**config.mk**
```make
export PLATFORM = sky130hd
export DESIGN_NAME = vram_arbiter
export DESIGN_NICKNAME = d
export VERILOG_FILES = /design/src/rtl/vram_arbiter.sv
export SDC_FILE = /design/constraint.sdc
export NUM_CORES = 1
export LEC_CHECK = 0
export BUFFER_PORTS_ARGS = -buffer_cell sky130_fd_sc_hd__buf_2
export CAP_MARGIN = 0
export CELL_PAD_IN_SITES_DETAIL_PLACEMENT = 1
export CELL_PAD_IN_SITES_GLOBAL_PLACEMENT = 1
export CORE_MARGIN = 3
export CORE_UTILIZATION = 28
export CTS_CLUSTER_DIAMETER = 60
export DETAILED_ROUTE_END_ITERATION = 12
export HOLD_SLACK_MARGIN = 0.02
export PLACE_DENSITY = 0.87
export SLEW_MARGIN = 10
export SYNTH_ARGS = -nofsm -noshare
export SYNTH_HDL_FRONTEND = slang
export SYNTH_SLANG_ARGS = --single-unit
export TNS_END_PERCENT = 10
```
**constraint.sdc**
```tcl
create_clock -name clock -period 1.8 [get_ports clock]
set_clock_uncertainty 0.15 [all_clocks]
set_input_delay 0.18 -clock clock [delete_from_list [all_inputs] [get_ports clock]]
set_output_delay 0.18 -clock clock [all_outputs]
set_load 0.02 [all_outputs]
```
**src/rtl/vram_arbiter.sv**
```systemverilog
// vram_arbiter: shares the dual-bank screen RAM (banks 5/7) between the video
// fetch engine and the CPU. Video owns the RAM whenever its contend window is
// open; a CPU request arriving in that window is stalled until the window
// closes and is then given a single RAM slot of ISSUE_CE ce periods.
`timescale 1ns/1ps

module vram_arbiter #(
  parameter int unsigned ISSUE_CE = 1,   // ce periods a CPU access holds the RAM (1..3)
  parameter int unsigned WAIT_SAT = 255  // saturation value of the wait-length counter
) (
  input  logic        clock,
  input  logic        reset,     // asynchronous, active low
  input  logic        ce,
  input  logic        contend,
  input  logic        vbank,
  input  logic [12:0] vaddr,
  output logic [7:0]  vdata,
  input  logic        cpuReq,
  input  logic        cpuWr,
  input  logic [14:0] cpuAddr,
  input  logic [7:0]  cpuDout,
  output logic [7:0]  cpuDin,
  output logic        cpuAck,
  output logic        cpuWait,
  output logic [7:0]  lastWait,
  output logic [14:0] ramA,
  output logic [7:0]  ramD,
  input  logic [7:0]  ramQ,
  output logic        ramWe
);

  typedef enum logic [1:0] {
    ST_IDLE  = 2'd0,
    ST_WAIT  = 2'd1,
    ST_ISSUE = 2'd2,
    ST_DONE  = 2'd3
  } state_e;

  // Reload value of the issue down-counter and the wait counter ceiling.
  localparam logic [1:0] ISSUE_LAST = 2'(ISSUE_CE - 1);
  localparam logic [7:0] WAIT_MAX   = 8'(WAIT_SAT);

  state_e     state_q,     state_d;
  logic [1:0] issue_cnt_q, issue_cnt_d;
  logic [7:0] wait_cnt_q,  wait_cnt_d;
  logic [7:0] cpu_din_q,   cpu_din_d;
  logic [7:0] last_wait_q, last_wait_d;
  logic       ack_q,       ack_d;
  logic       stall_q,     stall_d;
  logic       in_issue;

  // Next-state and counter logic; everything advances only on ce.
  always_comb begin
    // NOTE: every variable gets a default here so no path leaves it unassigned,
    // which would otherwise infer a latch.
    state_d     = state_q;
    issue_cnt_d = issue_cnt_q;
    wait_cnt_d  = wait_cnt_q;
    cpu_din_d   = cpu_din_q;
    last_wait_d = last_wait_q;

    if (ce) begin
      unique case (state_q)
        ST_IDLE: begin
          if (cpuReq) begin
            if (contend) begin
              // Video owns this ce period: the first waited period counts.
              state_d    = ST_WAIT;
              wait_cnt_d = 8'd1;
            end else begin
              state_d     = ST_ISSUE;
              issue_cnt_d = ISSUE_LAST;
              wait_cnt_d  = 8'd0;
            end
          end
        end

        ST_WAIT: begin
          if (!cpuReq) begin
            // CPU withdrew: no RAM access, last completed wait length is kept.
            state_d = ST_IDLE;
          end else if (contend) begin
            if (wait_cnt_q < WAIT_MAX) begin
              wait_cnt_d = wait_cnt_q + 8'd1;
            end
          end else begin
            state_d     = ST_ISSUE;
            issue_cnt_d = ISSUE_LAST;
          end
        end

        ST_ISSUE: begin
          // Contend rising here does not abort: the video never samples in the
          // first 4 ce of its fetch cycle, so a short slot always fits.
          if (issue_cnt_q == 2'd0) begin
            state_d     = ST_DONE;
            last_wait_d = wait_cnt_q;
            if (!cpuWr) begin
              cpu_din_d = ramQ;
            end
          end else begin
            issue_cnt_d = issue_cnt_q - 2'd1;
          end
        end

        ST_DONE: begin
          // A held request is never re-serviced; wait for it to drop.
          if (!cpuReq) begin
            state_d = ST_IDLE;
          end
        end

        default: state_d = ST_IDLE;
      endcase
    end

    // Handshake outputs are registered alongside the state they decode.
    ack_d   = (state_d == ST_DONE);
    stall_d = (state_d == ST_WAIT) || (state_d == ST_ISSUE);
  end

  // State, counter and registered-output flops with asynchronous clear.
  always_ff @(posedge clock or negedge reset) begin
    if (!reset) begin
      state_q     <= ST_IDLE;
      issue_cnt_q <= 2'd0;
      wait_cnt_q  <= 8'd0;
      cpu_din_q   <= 8'd0;
      last_wait_q <= 8'd0;
      ack_q       <= 1'b0;
      stall_q     <= 1'b0;
    end else begin
      // NOTE: non-blocking assignments so every flop samples pre-edge values,
      // independent of statement order.
      state_q     <= state_d;
      issue_cnt_q <= issue_cnt_d;
      wait_cnt_q  <= wait_cnt_d;
      cpu_din_q   <= cpu_din_d;
      last_wait_q <= last_wait_d;
      ack_q       <= ack_d;
      stall_q     <= stall_d;
    end
  end

  // RAM port mux: the CPU drives the RAM only while in ISSUE, video otherwise.
  // The write strobe decodes straight from state so reset drops it at once.
  always_comb begin
    in_issue = (state_q == ST_ISSUE);
    if (in_issue) begin
      ramA  = cpuAddr;
      ramD  = cpuDout;
      ramWe = cpuWr;
    end else begin
      ramA  = {vbank, 1'b0, vaddr};
      ramD  = 8'd0;
      ramWe = 1'b0;
    end
  end

  // Video sees RAM data directly; it only samples during contend, when the
  // address is always its own.
  assign vdata    = ramQ;
  assign cpuDin   = cpu_din_q;
  assign lastWait = last_wait_q;
  assign cpuAck   = ack_q;
  assign cpuWait  = stall_q;

endmodule
```
* Yosys cells after proc, flatten, opt, wreduce, memory -nomap -nowiden *
Cells that the tools add are included.

cells by class
  bitwise logic cells = 1
  muxes and demuxes = 21
  $add $sub $neg = 2
  equality and inequality tests = 13
  reductions and logical operators = 10
  magnitude comparators = 1

operators by type and width
  cell                   number
  $mux W8                5
  $mux W2                10
  $pmux W8 S2            1
  $mux W15               1
  $ne A2 B2 Y1 const B   6
  $add A8 B1 Y8 const B  1
  $eq A2 B2 Y1 const B   4
  $lt A8 B8 Y1 const B   1
  $pmux W2 S4            1
  $reduce_and A6 Y1      1
  $reduce_and A5 Y1      1
  $eq A2 B1 Y1 const B   2
  $logic_not A2 Y1       2
  $pmux W2 S2            1
  $reduce_and A4 Y1      1
  $reduce_bool A2 Y1     2
  $reduce_and A3 Y1      1
  $mux W1                2
  $ne A2 B1 Y1 const B   1
  $reduce_or A2 Y1       1
  $sub A2 B1 Y2 const B  1
  $logic_or A1 B1 Y1     1
  $not A1 Y1             1

storage, ports and cells
  logic and storage cells = 55
  output and inout port bits = 50
  bits in registers = 30
  input bits = 51

* Longest topological paths before layout *
  depth in word-level cells = 6
  gate-level depth with buffers = 5
  depth with buffers taken out = 5

* Least setup slack after synthesis *
OpenSTA, ideal clock, no wires.

  path kind = flip-flop to flip-flop
  start point = reg state_q[1]
  end point = reg stall_q, in the netlist cpuWait
  required time = 1.524 ns
  cell stages (with the launch flop) = 6
  arrival = 1.398 ns
  clock period less this slack = 1.674 ns
  setup slack = 0.126 ns
  cells stage by stage = dfrtp_1 -> nor2b_2 -> buf_6 -> a32o_1 -> a22o_1 -> ha_1

between the ends
  elaborated cells on any way between the ends = 14
  classes of those cells = eq/ne (5); mux (7); reduce/logical (2)

RTL lines
  element                                       RTL line  text
  start, declared                               43        state_e state_q, state_d;
  start signal, assigned                        135       state_q <= state_d;
  $eq A2 B2 Y1 (tied with other cells)          63        unique case (state_q)
  $pmux W2 S4 *                                 63
  $mux W2 *                                     62        if (ce) begin
  net state_d[0]                                43
  $eq A2 B1 Y1 or $eq A2 B2 Y1 (tied branches)  119       stall_d = (state_d == ST_WAIT) || (state_d == ST_ISSUE);
  $logic_or A1 B1 Y1 *                          119
  net stall_d                                   49        logic stall_q, stall_d;
  end signal, assigned                          141       stall_q <= stall_d;
  end, declared                                 49

Mark *: on every way through the listed nets, which the timed path passes. The rest lies on a longest branch.
A chain may end at the register's enable or synchronous reset.

* Final worst setup path *
  start point = reg state_q[0]
  end point = out ramA[1]

between the ends
  word-level cells in the longest chain between the ends = 2

RTL lines
  element        RTL line  text
  $eq A2 B2 Y1   148       in_issue = (state_q == ST_ISSUE);
  $mux W15       149       if (in_issue) begin
  end, declared  26        output logic [14:0] ramA,

No other way between the ends.

==> impl_metrics.env <==
export IMPL_synth_nets=200
export IMPL_drt_iter0_drc=54
export IMPL_synth_top_area_cell="dfrtp_1"
export IMPL_drive_gt1_frac=0.578
export IMPL_htreeDepth=2
export IMPL_syn_area_mm2=0.00166
export IMPL_synth_ff_type="dfrtp_1"
export IMPL_yosys_top_cells_count="dfrtp_1, mux2_2, and2_1, o21ai_0, buf_4"
export IMPL_min_period_over_period=1.03
export IMPL_timing_fmax_mhz=537
export IMPL_first_pass_iters=4
export IMPL_synth_top_area_frac=0.452
export IMPL_yosysSeqAreaShare=0.452
export IMPL_drt_vias_per_instance=4.62
export IMPL_cts_path_max_buffers=2
export IMPL_cts_buffers=5
export IMPL_port_buffers=100
export IMPL_vdd_ir_drop_max_v=0.000461
export IMPL_clock_sinks=30
export IMPL_setup_viol=14
export IMPL_start_util=0.296
export IMPL_dieArea_mm2=0.00689
export IMPL_grt_pass1_wl_mm=8.29
export IMPL_clock_latency_ns=0.28
export IMPL_critPathMaxFanout=24
export IMPL_grt_use_total=0.147
export IMPL_leakage_nw=1.29
export IMPL_antenna_found_initial=0
export IMPL_cts_root_buf="clkbuf_8"
export IMPL_post_synth_inst_count=146
export IMPL_final_min_clock_period_ns=1.86
export IMPL_finalHoldViolCount=0
export IMPL_crit_path_end_kind="primary output"
export IMPL_finish_utilization=0.438
export IMPL_crit_start="state_q[0]"
export IMPL_reg2reg_from="state_q[1]"
export IMPL_area_growth_pct=48.0
export IMPL_hpwlAfterDp_mm=3.88
export IMPL_drcViolationCount=0
export IMPL_setup_tns_final_ns=-0.653
export IMPL_min_path_type="primary input to register"
export IMPL_wl_per_cell_um=15.2
export IMPL_die_w_um=83.0
export IMPL_p_per_area_mw_per_mm2=1120
export IMPL_status="complete, but fails checks"
export IMPL_place_gp_congestion=0.827
export IMPL_clk_pin_slew_ns=0.06
export IMPL_num_antenna_cells=0
export IMPL_violations="negative setup slack"
export IMPL_syn_area_per_cell_um2=11.4
export IMPL_max_slew_worst_pin_slew_ns=0.677
export IMPL_yosys_top_cells_area="dfrtp_1, mux2_2, and2_1, o21ai_0, buf_4"
export IMPL_ios=101
export IMPL_critPathArrivalTime_ns=1.53
export IMPL_cts_tree="built"
export IMPL_vias=1523
export IMPL_die_y_um=83.0
export IMPL_final_antenna_net_count=0
export IMPL_crit_type="register to primary output"
export IMPL_cp_data_required_time_ns=1.47
export IMPL_routed_wl_mm=5.01
export IMPL_worstHoldStart="contend"
export IMPL_ys_warnings_count=0
export IMPL_grt_pass1_vias=1703
export IMPL_core_area_mm2=0.00561
export IMPL_grt_max_degree=31
export IMPL_synth_async_reset_ratio=1.00
export IMPL_synth_seq_cells=30
export IMPL_synth_edf_count=0
export IMPL_start_kind="register"
export IMPL_drv_slew=0
export IMPL_netlist_cell_type_count=34
export IMPL_finalNetCount=311
export IMPL_hold_ws_ns=0.114
export IMPL_rsz0062_at_grt="yes"
export IMPL_pre_cts_ws_ns=0.0834
export IMPL_fp_row_count=27
export IMPL_drv_cap=0
export IMPL_fin_ws_ns=-0.0610
export IMPL_grt_overflow=0
export IMPL_slew_limit_headroom=0.549
## metal layers
metal / track usage / vias to the layer above / share of wire
met2: 0.270 / 45 / 0.53
met4: 0.0669 / 0 / 0.022
li1: - / 744 / -
met3: 0.0357 / 10 / 0.050
met5: 0 / - / 0
met1: 0.156 / 724 / 0.40
## worst max-delay path: stages, from the launching register on
cell and delay, ns:
dfrtp_1 0.41, nor2b_4 0.15, buf_12 0.17, mux2_2 0.35, buf_4 0.16
## metrics by stage
| stage | instances | instance area (um2) | total power, W |
|---|---|---|---|
| 5_1_grt | 330 | 2460 | 0.00292 |
| 6_report | 330 | 2460 | 0.00274 |
| 3_3_place_gp | 312 | 2220 | 0.00200 |
| 3_5_place_dp | 312 | 2220 | 0.00205 |
| 4_1_cts | 330 | 2440 | 0.00276 |
| 2_1_floorplan | 146 | 1660 | 0.00164 |
## report_power, final
group	internal (W)	switching [W]	total, W
Sequential	0.000838	0.0000819	0.000920
Clock	0.000407	0.000259	0.000666
Combinational	0.000507	0.000652	0.00116
Total	0.00175	0.000993	0.00274
## flip-flops by register name (all words and copies together), names as in the netlist
signal	cells
cpuDin	8
wait_cnt_q	8
issue_cnt_q	2
state_q	2
lastWait	8
cpuAck	1
cpuWait	1
## cell usage in the layout (no fill, tap or decap)
| cell type | instances |
|---|---|
| a21oi_1 | 4 |
| a22o_1 | 2 |
| a31oi_1 | 1 |
| a32o_1 | 1 |
| a41o_1 | 1 |
| a41oi_1 | 1 |
| and2_1 | 12 |
| and3_1 | 1 |
| and3b_1 | 1 |
| and4b_1 | 1 |
| buf_12 | 1 |
| buf_2 | 97 |
| buf_4 | 9 |
| bufinv_16 | 1 |
| clkbuf_8 | 5 |
| clkinv_2 | 2 |
| dfrtp_1 | 30 |
| dlygate4sd3_1 | 9 |
| ha_1 | 3 |
| inv_1 | 6 |
| mux2_2 | 29 |
| mux2_4 | 1 |
| nand2_1 | 6 |
| nand2b_1 | 2 |
| nand3_1 | 3 |
| nand3_4 | 1 |
| nand3b_1 | 1 |
| nand4_1 | 3 |
| nor2_1 | 3 |
| nor2_8 | 1 |
| nor2b_4 | 1 |
| o211a_1 | 1 |
| o211ai_1 | 1 |
| o21a_1 | 1 |
| o21ai_0 | 12 |
| o221ai_4 | 1 |
| o22ai_1 | 1 |
| o31ai_1 | 2 |
## final timing paths
check | end | slack [ns] | depth (start not counted)
worst max-delay path | ramA[1] | -0.06 | 4
worst min-delay path | issue_cnt_q[0] | 0.11 | 3
worst max register to register | cpuWait | 0.08 | 5
worst min register to register | issue_cnt_q[0] | 0.35 | 1
max in group asynchronous | cpuWait | 0.74 | 2
min in group asynchronous | wait_cnt_q[4] | 0.32 | 2
## final cells by class
class                   count  area (um2)
clock inverters             3        40.0
well taps                  72        90.1
clock buffers               5        68.8
multi-input cells          98         823
inverters                   6        22.5
fillers                   659        3150
flip-flops and latches     30         751
repair buffers            116         663
## logic make-up (layout without fill, tap and decap cells)
logic type,after synthesis,count (layout),synth area share
compound gates,29,29,0.117
fa+ha+maj,3,3,0.0226
buf+inv,18,130,0.0648
flops,30,30,0.452
mux,30,30,0.203
simple gates,36,36,0.141
## repair_timing
item	in CTS	in global routing
endpoints found under the setup margin	21	19
hold endpoints to repair	38	0
gates resized for setup	2	4
hold buffers	9	0
setup buffers	1	0
(Power assumes the default switching activity.)
